===== config.mk =====
export PLATFORM = sky130hd
export DESIGN_NAME = bin2bcd_seq
export DESIGN_NICKNAME = d
export VERILOG_FILES = /design/src/rtl/bin2bcd_seq.sv
export SDC_FILE = /design/constraint.sdc
export NUM_CORES = 1
export LEC_CHECK = 0
export BUFFER_PORTS_ARGS = -buffer_cell sky130_fd_sc_hd__buf_4
export CAP_MARGIN = 20
export CELL_PAD_IN_SITES_DETAIL_PLACEMENT = 1
export CELL_PAD_IN_SITES_GLOBAL_PLACEMENT = 1
export CORE_ASPECT_RATIO = 1.1
export CORE_UTILIZATION = 44
export DETAILED_ROUTE_END_ITERATION = 8
export PLACE_DENSITY = 0.86
export SLEW_MARGIN = 10
export SYNTH_ARGS = -nofsm -noshare
export SYNTH_HDL_FRONTEND = slang
export SYNTH_SLANG_ARGS = --single-unit

===== constraint.sdc =====
create_clock -name clk -period 1.7 [get_ports clk]
set_input_delay 0.17 -clock clk [delete_from_list [all_inputs] [get_ports clk]]
set_output_delay 0.17 -clock clk [all_outputs]
set_load 0.02 [all_outputs]

===== src/rtl/bin2bcd_seq.sv =====
// Sequential 14-bit binary to 4-digit packed BCD converter (double-dabble,
// one bit per clock). Result is held between conversions for a display mux.
//
// Ports:
//   clk    in   system clock, rising edge
//   clr_n  in   asynchronous active-low reset
//   start  in   conversion request, sampled only while idle
//   bin    in   [13:0] unsigned value, captured on accepted start
//   busy   out  conversion in progress
//   done   out  one-cycle pulse, bcd/ovf updated in the same cycle
//   bcd    out  [15:0] thousands/hundreds/tens/units
//   ovf    out  last converted value exceeded 9999
//
// Build option: define BCD_SAT_EN to clamp out-of-range results to 16'h9999;
// otherwise the ten-thousands digit is dropped (value mod 10000).

module bin2bcd_seq (
    input  logic        clk,
    input  logic        clr_n,
    input  logic        start,
    input  logic [13:0] bin,
    output logic        busy,
    output logic        done,
    output logic [15:0] bcd,
    output logic        ovf
);

    typedef enum logic {
        IDLE,
        SHIFT
    } state_t;

    state_t      state_q, state_d;
    logic [33:0] work_q, work_d;
    logic [3:0]  cnt_q, cnt_d;
    logic        busy_q, busy_d;
    logic        done_q, done_d;
    logic [15:0] bcd_q, bcd_d;
    logic        ovf_q, ovf_d;

    logic [33:0] work_adj;
    logic [33:0] work_shl;
    logic [3:0]  nib;
    logic [3:0]  tenk;
    logic [15:0] low4;

    // Add-3 on every BCD nibble >= 5, then shift; nibbles never carry
    // into each other because 9 + 3 still fits in four bits.
    always_comb begin
        work_adj = work_q;
        nib      = 4'd0;
        for (int i = 0; i < 5; i++) begin
            nib = work_q[14 + 4*i +: 4];
            if (nib >= 4'd5) begin
                work_adj[14 + 4*i +: 4] = nib + 4'd3;
            end
        end
        work_shl = {work_adj[32:0], 1'b0};
        tenk     = work_shl[33:30];
        low4     = work_shl[29:14];
    end

    always_comb begin
        state_d = state_q;
        work_d  = work_q;
        cnt_d   = cnt_q;
        busy_d  = busy_q;
        done_d  = 1'b0;
        bcd_d   = bcd_q;
        ovf_d   = ovf_q;
        unique case (state_q)
            IDLE: begin
                if (start) begin
                    work_d  = {20'b0, bin};
                    cnt_d   = 4'd0;
                    busy_d  = 1'b1;
                    state_d = SHIFT;
                end
            end
            SHIFT: begin
                work_d = work_shl;
                cnt_d  = cnt_q + 4'd1;
                if (cnt_q == 4'd13) begin
`ifdef BCD_SAT_EN
                    bcd_d = (tenk != 4'd0) ? 16'h9999 : low4;
`else
                    bcd_d = low4;
`endif
                    ovf_d   = (tenk != 4'd0);
                    done_d  = 1'b1;
                    busy_d  = 1'b0;
                    state_d = IDLE;
                end
            end
            default: begin
                state_d = IDLE;
            end
        endcase
    end

    always_ff @(posedge clk or negedge clr_n) begin
        if (!clr_n) begin
            state_q <= IDLE;
            work_q  <= '0;
            cnt_q   <= '0;
            busy_q  <= 1'b0;
            done_q  <= 1'b0;
            bcd_q   <= 16'h0000;
            ovf_q   <= 1'b0;
        end else begin
            state_q <= state_d;
            work_q  <= work_d;
            cnt_q   <= cnt_d;
            busy_q  <= busy_d;
            done_q  <= done_d;
            bcd_q   <= bcd_d;
            ovf_q   <= ovf_d;
        end
    end

    assign busy = busy_q;
    assign done = done_q;
    assign bcd  = bcd_q;
    assign ovf  = ovf_q;

endmodule


---- Word-level counts from Yosys, hierarchy flattened ----
Cells that the tools add are included.
cells by class
  $add $sub $neg .......................... 6
  multipliers ............................. 0
  divide/modulo/power cells ............... 0
  $lt $le $gt $ge ......................... 5
  equal/unequal tests ..................... 3
  shifts and indexed selects .............. 0
  muxes and demuxes ....................... 17
  bitwise gates (word level) .............. 1
  reduce and logical (&&, ||, !) cells .... 3
operator list
  kind                                                                                  number
  34-bit one-hot mux with 2 select lines                                                1
  34-bit two-way mux                                                                    1
  4-bit by 3-bit greater-or-equal comparator with 1-bit output (second input constant)  5
  4-bit two-way mux                                                                     5
  4-bit by 2-bit adder with 4-bit output (second input constant)                        4
  4-bit one-hot mux with 2 select lines                                                 1
  1-bit two-way mux                                                                     6
  4-bit by 1-bit adder with 4-bit output (second input constant)                        1
  4-bit equality test (second input constant)                                           1
  1-bit one-hot mux with 2 select lines                                                 2
  2-bit AND reduction                                                                   2
  4-bit nonzero test                                                                    1
  3-bit by 2-bit adder with 3-bit output (second input constant)                        1
  3-bit two-way mux                                                                     1
  2-bit by 1-bit inequality test with 1-bit output (second input constant)              1
  2-bit inequality test (second input constant)                                         1
  1-bit inverter                                                                        1
storage, ports and cells
  bits in registers ....................... 58
  latch bits .............................. 0
  bits in writable memories ............... 0
  ROM bits ................................ 0
  input bits .............................. 17
  output and inout port bits .............. 19
  logic and storage cells ................. 42
  memories ................................ 0

---- Logic depth before layout (Yosys ltp) ----
  depth in word-level cells ............... 3
  mapped depth ............................ 6
  depth with buffers taken out ............ 6

---- Worst setup path before layout ----
No wires, ideal clock.
  path type ............................... reg-to-reg
  from .................................... reg work_q[14]
  to ...................................... reg work_q[16]
  setup time .............................. 83 ps
  data arrival time ....................... 1411 ps
  data required time ...................... 1617 ps
  setup slack ............................. 206 ps
  stages on the path, launching flop included .. 7
  path buffers ............................ 0
  clock period less this slack ............ 1494 ps
  path through ............................ dfrtp_1 inv_1 ha_1 nand2b_1 a21oi_1 mux2_2 o22ai_1
on the way
  cells in the longest elaborated chain, start to end .. 3
  elaborated cells between the ends (all ways) .. 4
  those cells by class .................... add/sub: 1; order compare: 1; mux: 2
ends and longest elaborated chain
  what                                                                                                                    line    source
  from (decl)                                                                                                             34      logic [33:0] work_q, work_d;
  from (signal assigned)                                                                                                  112     work_q <= work_d;
  4-bit by 2-bit adder with 4-bit output or 4-bit by 3-bit greater-or-equal comparator with 1-bit output (tied branches)  55, 54
  4-bit two-way mux *                                                                                                     54      if (nib >= 4'd5) begin
  34-bit one-hot mux with 2 select lines *                                                                                71      unique case (state_q)
Every way passes the cells marked *; elsewhere a longest branch is shown, timed or not.
A chain may end at the register's enable or synchronous reset.

---- Final worst setup path ----
  from .................................... reg work_q[27]
  to ...................................... reg ovf_q (netlist: ovf)
on the way
  cells in the longest elaborated chain, start to end .. 3
  elaborated cells between the ends (all ways) .. 4
  those cells by class .................... add/sub: 1; order compare: 1; mux: 1; reduce/logical: 1
ends and longest elaborated chain
  what                                                                                                                    line    source
  4-bit by 2-bit adder with 4-bit output or 4-bit by 3-bit greater-or-equal comparator with 1-bit output (tied branches)  55, 54
  4-bit two-way mux *                                                                                                     54
  4-bit nonzero test *                                                                                                    89      ovf_d = (tenk != 4'd0);
  to (signal assigned)                                                                                                    117     ovf_q <= ovf_d;
  to (decl)                                                                                                               39      logic ovf_q, ovf_d;
Marks and branches as above.

==> metrics.cfg <==
[layout]
diodes=0
fin_util_pct=56.6
drive_gt1_share_pct=23.8
layout.cells.non_filler=400
fin_nets=347
syn_to_final_growth_pct=20.9

[clock_tree]
htree_levels=3
cts.sinks=58
cts_buffer_depth=2
clkLatencyLatePin_ps=330
cts_buffers=9
cts_root_buf=clkbuf_8
cts_tree=built
clkTransAtPathRegs_ps=60

[yosys]
ys_types=32
synth-seq-cells=58
synthArstFlopShare_pct=100
seq_area_frac_synth_pct=52.4
synth_edf_count=0
yosys_warnings=0
synth_cells=278
syn-num-nets=307
syn-cell-area_mm2=0.00277
ys.flop_type=dfrtp_1
syn_avg_cell_area_um2=9.96

[timing]
layout_worst_path_cycle_share_pct=95.2
skew_ps=8.25
slew_viol_final=0
relSlewSlack_pct=51.1
grt_setup_unrepaired=false
hold_viol_final=0
clock.fmax_mhz=618
fin_crit_ps=1620
worst_pin_slew_ps=734
fin_tns_setup_ps=0
setup_viol=0

[floorplanning]
dieArea_mm2=0.00661
dieHeight_um=85.2
io_pins=36
core-area_mm2=0.00591
dieWidth_um=77.6
num_rows=29
start_util_pct=46.8

[detailed_routing]
drtIter0Drc=103
drc_errors=0
vias=2131
dr.pass1.iters=4
ant_nets=0
wl_per_cell_um=15.2
wl_um=6080
vias_per_cell=5.33

[power_and_ir_drop]
p_comb_share_pct=45.3
peakVddDrop_uv=1020
pwr-share-seq_pct=37.1
power_uw=6680
internal-power_uw=4010
swShare_pct=39.9
powerDensity_mw_per_mm2=2000
p_leak_uw=0.00156
p_switching_uw=2670
p_clk_share_pct=17.5

[min_path]
worstHoldPathType=in2reg

[setup_path]
cp_cell_sequence=inv_1 > ha_1 > nand2b_1 > nor3b_2 > a2111oi_2 > a31oi_1
cp_slowest_cell=dfrtp_1
cp.required_ps=1900
cp-end-kind=register
timing_worst_setup_path_type=reg2reg
worstPathMaxFanout=3
arrival_ps=1820
max_stage_delay_ps=390
start_kind=register

[global_routing]
antenna_found_initial=0
grt_usage_pct=20.8
overflow=0
grt_pass1_vias=2274
grt_max_degree=59
grt_first_pass_wirelength_um=10600

[placed_design]
gp_congestion=0.779
hpwlAfterDp_um=4220
placed_cells=380
io_buffers=35

[job]
drv_cap=0

[outcome]
outcome=completed

-- sequential cells by signal (all words and copies together) (netlist names) --
register,count
work_q,34
ovf,1
done,1
busy,1
state_q,1
cnt_q,4
bcd,16
-- metrics by stage --
| stage | cell area, um2 | setup WS, ps | hold WS, ps |
|---|---|---|---|
| 2_1_floorplan | 2770 | 206 | -126 |
| 3_3_place_gp | 3110 | 114 | 287 |
| 3_5_place_dp | 3110 | -4.14 | 277 |
| 4_1_cts | 3300 | 11.7 | 88.6 |
| 5_1_grt | 3350 | 4.84 | 106 |
| 6_report | 3350 | 82.3 | 97.5 |
-- placed cells by master, fill, tap and decap left out, drive strengths merged --
master,netlist,routed
a31oi,1,1
buf,10,43
clkbuf,5,15
a31o,1,1
mux2i,14,14
nand4,1,1
nand3,3,3
xnor2,6,6
nor3,1,1
mux2,5,5
dfrtp,58,58
nand2,55,55
nor2,6,6
o22ai,18,18
dlygate4sd3,0,1
a21oi,14,14
o31ai,1,1
xor2,1,1
clkinvlp,0,1
o21ai,37,37
a2111oi,1,1
inv,14,14
ha,12,12
nor3b,8,8
nand2b,6,6
-- power groups by stage --
stage | sequential, uW | clock [uW] | combinational (uW)
after floorplan | 2590 | 0 | 1830
after global placement | 2450 | 0 | 2690
after detailed placement | 2490 | 0 | 2910
after CTS | 2480 | 1200 | 2940
after global routing | 2580 | 1250 | 3410
final | 2480 | 1170 | 3030
-- critical path: cells and delay by family (launching register included) --
family          cells  cell delay, ps
compound gates      2             450
fa+ha+maj           1             180
buf+inv             1             100
flops               1             390
simple gates        2             370
-- routing by layer --
layer  routed length [um]  vias to the layer above  GRT usage, %
met1                 2690                     1054          24.6
met5                    0                        -             0
met2                 3120                       39          36.3
met3                  198                        7          6.24
met4                   74                        0          6.17
li1                     -                     1031             -
-- repair_timing --
item	in CTS	in global routing
endpoints found under the hold margin	58	0
endpoints found under the setup margin	1	9
setup buffers	0	3
hold buffers	1	0
gates resized for setup	1	9
pin swaps	0	3
-- logic make-up after synthesis --
group	count (synthesis)	synth area share, %
buf+inv	29	4.52
xor+xnor	7	2.21
fa+ha+maj	12	5.42
compound gates	73	15.0
simple gates	80	13.1
mux	19	7.23
flops	58	52.4
-- worst paths after layout --
path                            startpoint         end  slack (ps)  cells after the start
worst min register to register   work_q[6]   work_q[7]         480                      2
worst min-delay path                bin[0]   work_q[0]         100                      3
worst max register to register  work_q[27]         ovf          80                      6
worst max-delay path            work_q[27]         ovf          80                      6
min in group asynchronous            clr_n  work_q[25]         440                      2
max in group asynchronous            clr_n   work_q[0]         770                      2
-- layout make-up --
type / instances / area (um2)
clock buffer: 15 / 176
clock inverter: 1 / 7.51
fill: 676 / 2570
inverter: 14 / 52.6
multi-input combinational: 191 / 1220
sequential: 58 / 1450
tap: 77 / 96.3
timing repair buffer: 44 / 345
-- synth_stat cells, types with 5 or more instances --
cell type	n	area share [%]
nand2_1	55	7.5
clkbuf_1	5	0.68
o22ai_1	18	4.1
a21oi_1	12	2.2
nand2b_1	6	1.4
o21ai_1	5	0.90
xnor2_1	6	1.9
ha_1	12	5.4
nor2_1	6	0.81
nor3b_1	7	1.9
inv_1	13	1.8
dfrtp_1	58	52
mux2i_1	14	5.1
buf_2	7	1.3
o21ai_0	31	5.6
Note: power is estimated with default switching activity, not from simulation.
